$ cat src/rtl/serial_comparator.sv
// Digit-serial magnitude comparator: walks both operands MSB-first, DIGIT bits per cycle, stopping at the first differing slice.
// Optional two's-complement mode is enabled by defining CMP_SIGNED_EN, which adds the sgn input.
module serial_comparator #(
    parameter int WIDTH = 8,
    parameter int DIGIT = 2
) (
    input  logic             clk,
    input  logic             rst_n,
    input  logic             in_valid,
    output logic             in_ready,
    input  logic [WIDTH-1:0] x,
    input  logic [WIDTH-1:0] y,
`ifdef CMP_SIGNED_EN
    input  logic             sgn,
`endif
    output logic             out_valid,
    input  logic             out_ready,
    output logic             eq,
    output logic             lt,
    output logic             gt,
    output logic             busy
);

    localparam int N  = WIDTH / DIGIT;
    localparam int CW = (N > 1) ? $clog2(N) : 1;
    localparam logic [CW-1:0]    LAST     = CW'(N - 1);
    localparam logic [WIDTH-1:0] MSB_MASK = WIDTH'(1) << (WIDTH - 1);

    typedef enum logic [1:0] {
        IDLE = 2'd0,
        BUSY = 2'd1,
        DONE = 2'd2
    } state_t;

    state_t            state;
    logic [WIDTH-1:0]  xs;
    logic [WIDTH-1:0]  ys;
    logic [CW-1:0]     cnt;
    logic [DIGIT-1:0]  x_top;
    logic [DIGIT-1:0]  y_top;
    logic [WIDTH-1:0]  cap_mask;

    assign x_top = xs[WIDTH-1 -: DIGIT];
    assign y_top = ys[WIDTH-1 -: DIGIT];

    // Flipping the sign bit of both operands turns a signed compare into an unsigned one.
`ifdef CMP_SIGNED_EN
    assign cap_mask = sgn ? MSB_MASK : '0;
`else
    assign cap_mask = '0;
`endif

    assign in_ready  = (state == IDLE);
    assign busy      = (state == BUSY);
    assign out_valid = (state == DONE);

    always_ff @(posedge clk or negedge rst_n) begin
        if (!rst_n) begin
            state <= IDLE;
            xs    <= '0;
            ys    <= '0;
            cnt   <= '0;
            eq    <= 1'b0;
            lt    <= 1'b0;
            gt    <= 1'b0;
        end else begin
            case (state)
                IDLE: begin
                    if (in_valid) begin
                        xs    <= x ^ cap_mask;
                        ys    <= y ^ cap_mask;
                        cnt   <= '0;
                        state <= BUSY;
                    end
                end
                BUSY: begin
                    if (x_top != y_top) begin
                        lt    <= (x_top < y_top);
                        gt    <= (x_top > y_top);
                        state <= DONE;
                    end else if (cnt == LAST) begin
                        eq    <= 1'b1;
                        state <= DONE;
                    end else begin
                        cnt <= cnt + 1'b1;
                        xs  <= xs << DIGIT;
                        ys  <= ys << DIGIT;
                    end
                end
                DONE: begin
                    if (out_ready) begin
                        eq    <= 1'b0;
                        lt    <= 1'b0;
                        gt    <= 1'b0;
                        state <= IDLE;
                    end
                end
                default: state <= IDLE;
            endcase
        end
    end

endmodule

$ cat config.mk
export PLATFORM = sky130hd
export DESIGN_NAME = serial_comparator
export DESIGN_NICKNAME = d
export VERILOG_FILES = /design/src/rtl/serial_comparator.sv
export SDC_FILE = /design/constraint.sdc
export NUM_CORES = 1
export LEC_CHECK = 0
export BUFFER_PORTS_ARGS = -buffer_cell sky130_fd_sc_hd__buf_2
export CORE_MARGIN = 5
export CORE_UTILIZATION = 50
export CTS_BUF_LIST = sky130_fd_sc_hd__clkbuf_8
export CTS_CLUSTER_DIAMETER = 200
export CTS_CLUSTER_SIZE = 14
export DETAILED_ROUTE_END_ITERATION = 7
export PLACE_DENSITY = 0.82
export SYNTH_ARGS = -nofsm -noshare
export SYNTH_HDL_FRONTEND = slang
export SYNTH_SLANG_ARGS = --single-unit
$ cat constraint.sdc
create_clock -name clk -period 2 [get_ports clk]
set_input_delay 0.6 -clock clk [delete_from_list [all_inputs] [get_ports clk]]
set_output_delay 0.6 -clock clk [all_outputs]
set_load 0.02 [all_outputs]
Word-level counts from Yosys, hierarchy flattened
Index checks and enable logic that the tools add are counted.

storage, ports and cells
  ROM bits = 0
  bits in latches = 0
  memories kept = 0
  input bits = 20
  word-level logic and storage cells = 53
  output and inout port bits = 6
  register bits after elaboration = 23
  memory bits (writable) = 0

operators by class
  reductions and logical operators = 7
  divide/modulo/power cells = 0
  $add $sub $neg = 1
  multiplexer cells = 25
  order comparisons = 2
  shift-type cells = 0
  $mul = 0
  equal/unequal tests = 11
  bitwise gates (word level) = 0

operators by type and width
  kind                                                                      count
  8-bit 2-to-1 mux                                                          6
  8-bit case mux with 2 select lines                                        2
  2-bit 2-to-1 mux                                                          7
  4-bit AND reduction                                                       2
  2-bit by 1-bit inequality test with 1-bit output (second input constant)  3
  2-bit inequality test (second input constant)                             3
  1-bit case mux with 2 select lines                                        3
  2-bit case mux with 3 select lines                                        1
  3-bit AND reduction                                                       2
  1-bit 2-to-1 mux                                                          5
  2-bit == test (second input constant)                                     2
  2-bit case mux with 2 select lines                                        1
  2-bit nonzero test                                                        2
  3-bit by 1-bit inequality test with 1-bit output (second input constant)  1
  2-bit by 1-bit adder with 2-bit output (second input constant)            1
  2-bit by 1-bit == test with 1-bit output (second input constant)          1
  2-bit greater-than comparator                                             1
  2-bit logical NOT                                                         1
  2-bit less-than comparator                                                1
  2-bit inequality test                                                     1

Longest topological paths before layout
  depth after elaboration = 4
  gate-level depth with buffers = 7
  gate-level depth less buffers = 5

Worst setup path before layout
OpenSTA, ideal clock, no wires.

  path kind = register to register
  from = reg state[0]
  to = reg xs[2]
  path slack = 0.305 ns
  arrival time = 1.567 ns
  clock period less this slack = 1.695 ns
  setup time = 0.128 ns
  data required time = 1.872 ns
  buffers on the path = 2
  stages on the path, launching flop included = 8
  path through = dfrtp_1 -> inv_1 -> ha_1 -> buf_6 -> mux2_4 -> buf_6 -> o22ai_1 -> a21oi_1

on the way
  word-level cells in the longest chain between the ends = 3
  elaborated cells between the ends (all ways) = 8
  classes of those cells = eq/ne: 4; mux: 1; reduce/logical: 3

ends and longest elaborated chain
  item                                                                          line  text
  from (decl)                                                                   35    state_t state;
  from (signal assigned)                                                        59    state <= IDLE;
  from (signal assigned)                                                        73    state <= BUSY;
  from (signal assigned)                                                        80    state <= DONE;
  2-bit logical NOT (*)                                                         --
  named net in_ready                                                            10    output logic in_ready,
  2-bit inequality test (no line) / 2-bit nonzero test (equally long branches)  --
  4-bit AND reduction (no line)                                                 --
  to (signal assigned)                                                          70    xs <= x ^ cap_mask;
  to (signal assigned)                                                          86    xs <= xs << DIGIT;
  to (decl)                                                                     36    logic [WIDTH-1:0] xs;

The timed path passes the listed nets; every way through them passes the cells marked *.
A chain may end at the register's enable or synchronous reset.

Worst setup path after layout
  from = reg state[1]
  to = out busy

on the way
  word-level cells in the longest chain between the ends = 1

ends and longest elaborated chain
  item                                      line  text
  2-bit by 1-bit == test with 1-bit output  54    assign busy = (state == BUSY);
  to (decl)                                 21    output logic busy

No other way between the ends.

==> out/metrics.json <==
{
  "power.combinational.fraction": {"value": 0.614},
  "n_antenna_cell": {"value": 0},
  "outcome": {"value": "complete, no violations"},
  "antenna_violations_before_repair": {"value": 0},
  "dpl.cell_count": {"value": 192},
  "syn-mean-instance-area": {"value": 9.949, "unit": "um^2"},
  "grt_util_all_layers": {"value": 0.1872},
  "cellLeakagePower": {"value": 0.7175, "unit": "nW"},
  "syn-instance-count": {"value": 144},
  "gp_congestion": {"value": 0.7988},
  "fmaxAchievable": {"value": 515.6, "unit": "MHz"},
  "timing.critical_path.required": {"value": 1.40, "unit": "ns"},
  "yosys_register_bits": {"value": 23},
  "synth-async-reset-ratio": {"value": 1.000},
  "finClkSkew": {"value": 0.002915, "unit": "ns"},
  "slew_headroom": {"value": 0.6539},
  "synth.yosys.seq_area_share": {"value": 0.4017},
  "critical_path.endpoint": {"value": "busy"},
  "tritoncts_clock_tree": {"value": "built"},
  "final_common_cell": {"value": "sky130_fd_sc_hd__buf_2"},
  "post-synth-top-area-cell": {"value": "sky130_fd_sc_hd__dfrtp_1"},
  "power_frac_seq": {"value": 0.289},
  "pwr-share-clk": {"value": 0.098},
  "synth.area.top_cells": {"value": "sky130_fd_sc_hd__dfrtp_1, sky130_fd_sc_hd__ha_1, sky130_fd_sc_hd__o32ai_1"},
  "synthesis.area": {"value": 1433, "unit": "um^2"},
  "number_of_warnings_reported_in_the_yosys_synthesis_log": {"value": 0},
  "crit_path_start_kind": {"value": "flop"},
  "worstPathCellList": {"value": "inv_1 -> ha_2 -> buf_2"},
  "number_of_buffers_inserted_to_repair_setup_after_cts": {"value": 0},
  "chipHeight": {"value": 63.53, "unit": "um"},
  "starting_density_of_the_core": {"value": 0.5195},
  "final_layout_size_suffix_gt1_frac": {"value": 0.2848},
  "fin_setup_tns": {"value": 0, "unit": "ns"},
  "reg2reg_to": {"value": "ys[1]"},
  "synth.mux.area_fraction": {"value": 0.03319},
  "max_cap_viol": {"value": 0},
  "num-nets-final": {"value": 193},
  "worst_setup_path_startpoint": {"value": "state[1]"},
  "finish.cell_count_without_fillers": {"value": 196},
  "timing.final.crit_share": {"value": 0.9697},
  "detail_route.wirelength": {"value": 3444, "unit": "um"},
  "crit_path_dat": {"value": 1.34, "unit": "ns"},
  "worst_setup_hold_path_clk_slew": {"value": 0.08, "unit": "ns"},
  "power.switching": {"value": 1.374, "unit": "mW"},
  "drt-pass1-iter-count": {"value": 4},
  "most-common-layout-cells": {"value": "sky130_fd_sc_hd__buf_2, sky130_fd_sc_hd__dfrtp_1, sky130_fd_sc_hd__a21oi_1"},
  "detail_route.iter0.violations": {"value": 63},
  "io_buffer_count": {"value": 25},
  "timing.rr.start": {"value": "cnt[0]"},
  "cp_slowest_cell": {"value": "sky130_fd_sc_hd__dfrtp_1"},
  "floorplan.die.width": {"value": 63.53, "unit": "um"},
  "cell_int_power": {"value": 1.579, "unit": "mW"},
  "synth-simple-area-share": {"value": 0.1590},
  "timing.final.max_slew_violations": {"value": 0},
  "power_per_cell_area": {"value": 1852, "unit": "nW/um^2"},
  "worst-r2r-setup-slack": {"value": 0.20, "unit": "ns"},
  "setup.worst_path.class": {"value": "flop to output pin"},
  "core_area": {"value": 2758, "unit": "um^2"},
  "grt_start_max_net_pins": {"value": 24},
  "die_area": {"value": 4036, "unit": "um^2"},
  "number_of_hold_buffers_added_after_cts": {"value": 0},
  "setup_repair_after_global_routing_missed_its_margin": {"value": "true"},
  "post-route-drc-count": {"value": 0},
  "pin_count": {"value": 26},
  "routed_via_density": {"value": 6.286},
  "worst_hold_path_type": {"value": "primary input to async pin"},
  "worst_path_largest_cell_delay": {"value": 0.40, "unit": "ns"},
  "clock_latency": {"value": 0.26, "unit": "ns"},
  "worstMarginPinSlew": {"value": 0.5191, "unit": "ns"},
  "worst-r2r-cell-count": {"value": 4},
  "cts.htree.levels": {"value": 1},
  "main_combinational_cell_family_by_area_after_synthesis": {"value": "compound AO/OA/AOI/OAI gates"},
  "timing.critical_path.fanout_max": {"value": 12},
  "synth_ff_type": {"value": "sky130_fd_sc_hd__dfrtp_1"},
  "switching_portion_of_total_power": {"value": 0.4654},
  "clk_path_buf_depth": {"value": 2},
  "first_global_vias": {"value": 1275},
  "clkSinkCount": {"value": 23},
  "row_count": {"value": 19},
  "setup_viol": {"value": 0},
  "finalWorstPathRequiredPeriod": {"value": 1.939, "unit": "ns"},
  "ys_types": {"value": 40},
  "avgRoutedWirePerCell": {"value": 17.57, "unit": "um"},
  "timing_hold_violations_final": {"value": 0},
  "synth-compound-area-share": {"value": 0.2707},
  "yosys.area_share.xor_xnor": {"value": 0},
  "postLayoutCoreUtil": {"value": 0.5780},
  "synthAdderAreaFrac": {"value": 0.06114},
  "cts_inserted_buffers": {"value": 3},
  "via_count": {"value": 1232},
  "synth_top_area_share": {"value": 0.4017},
  "synth_enable_flop_cells": {"value": 0},
  "worst_setup_path_end_kind": {"value": "output pin"},
  "ant_nets": {"value": 0},
  "synth_nets": {"value": 171},
  "ir_worst_vdd": {"value": 0.001089, "unit": "V"},
  "area.growth.synth_to_final": {"value": 11.27, "unit": "%"},
  "grt-ovfl-total": {"value": 0},
  "detailed_place_hpwl": {"value": 2502, "unit": "um"},
  "clock_tree.root_cell": {"value": "sky130_fd_sc_hd__clkbuf_8"},
  "grt_first_pass_wirelength": {"value": 6099, "unit": "um"}
}
-- worst min-delay path by stage --
stage	end	cells after the start
2_1_floorplan	cnt[0]	0
3_3_place_gp	gt	1
3_5_place_dp	lt	1
4_1_cts	state[0]	1
5_1_grt	ys[3]	1
6_report	state[1]	1
-- timing repair --
item	CTS	global route
cloned	0	0
endpoints found under the setup margin	2	1
resized for setup	2	0
-- synth_stat cells (2+ instances only) --
library cell                number
sky130_fd_sc_hd__a21oi_1        16
sky130_fd_sc_hd__a2bb2oi_1       2
sky130_fd_sc_hd__a31oi_1         2
sky130_fd_sc_hd__and3_1          4
sky130_fd_sc_hd__buf_2           7
sky130_fd_sc_hd__buf_6           3
sky130_fd_sc_hd__dfrtp_1        23
sky130_fd_sc_hd__ha_1            7
sky130_fd_sc_hd__inv_1           7
sky130_fd_sc_hd__mux2_1          2
sky130_fd_sc_hd__nand2_1         3
sky130_fd_sc_hd__nand2b_1        3
sky130_fd_sc_hd__nand3_1         3
sky130_fd_sc_hd__nand3b_1        2
sky130_fd_sc_hd__o21ai_1         2
sky130_fd_sc_hd__o22ai_1        12
sky130_fd_sc_hd__o2bb2ai_1       5
sky130_fd_sc_hd__o32ai_1        10
sky130_fd_sc_hd__or2_1           4
sky130_fd_sc_hd__or2_2           7
-- power by group through the flow --
| stage | clock, mW | combinational (mW) | sequential, mW |
|---|---|---|---|
| 2_1_floorplan | 0 | 1.46 | 0.847 |
| 3_3_place_gp | 0 | 1.69 | 0.843 |
| 3_5_place_dp | 0 | 1.79 | 0.857 |
| 4_1_cts | 0.295 | 1.81 | 0.849 |
| 5_1_grt | 0.323 | 2.02 | 0.881 |
| 6_report | 0.289 | 1.81 | 0.852 |
-- area by class of cell --
class                           instances  area, um^2
Clock buffer                            3       41.29
Clock inverter                          1       5.005
Multi-Input combinational cell        102       755.7
Fill cell                             269        1164
Inverter                                8       30.03
Sequential cell                        23       575.6
Timing Repair Buffer                   28       147.6
Tap cell                               31       38.79
-- per-layer routing --
metal / vias to the layer above / GRT usage / wire length, um
met3: 7 / 0.03908 / 221
met1: 596 / 0.2475 / 1564
met2: 34 / 0.3033 / 1609
met4: 0 / 0.05974 / 47
met5: - / 0 / 0
li1: 595 / - / -
-- critical path, delay by kind of cell (launching register included) --
kind | cells | cell delay [ns]
adders and majority gates | 1 | 0.34
buffers and inverters | 2 | 0.34
DFF | 1 | 0.40
-- per-stage QoR --
step	cell area [um^2]	total power [mW]	hold slack [ns]	setup WS [ns]
4_1_cts	1594	2.953	0.3155	0.04030
3_5_place_dp	1543	2.644	0.4761	0.1051
3_3_place_gp	1543	2.536	0.4677	0.2995
5_1_grt	1594	3.226	0.3447	-0.01805
2_1_floorplan	1433	2.312	0.3044	0.3047
6_report	1594	2.953	0.2976	0.06066
-- state kept, by name, summed over array words and instances, names as in the netlist --
name	cells
ys	8
cnt	2
xs	8
eq	1
lt	1
gt	1
state	2
-- cell families after synthesis --
family | count (synthesis)
fa+ha+maj | 7
simple gates | 35
buf+inv | 19
mux | 4
flops | 23
compound gates | 56
(Power assumes the default switching activity.)
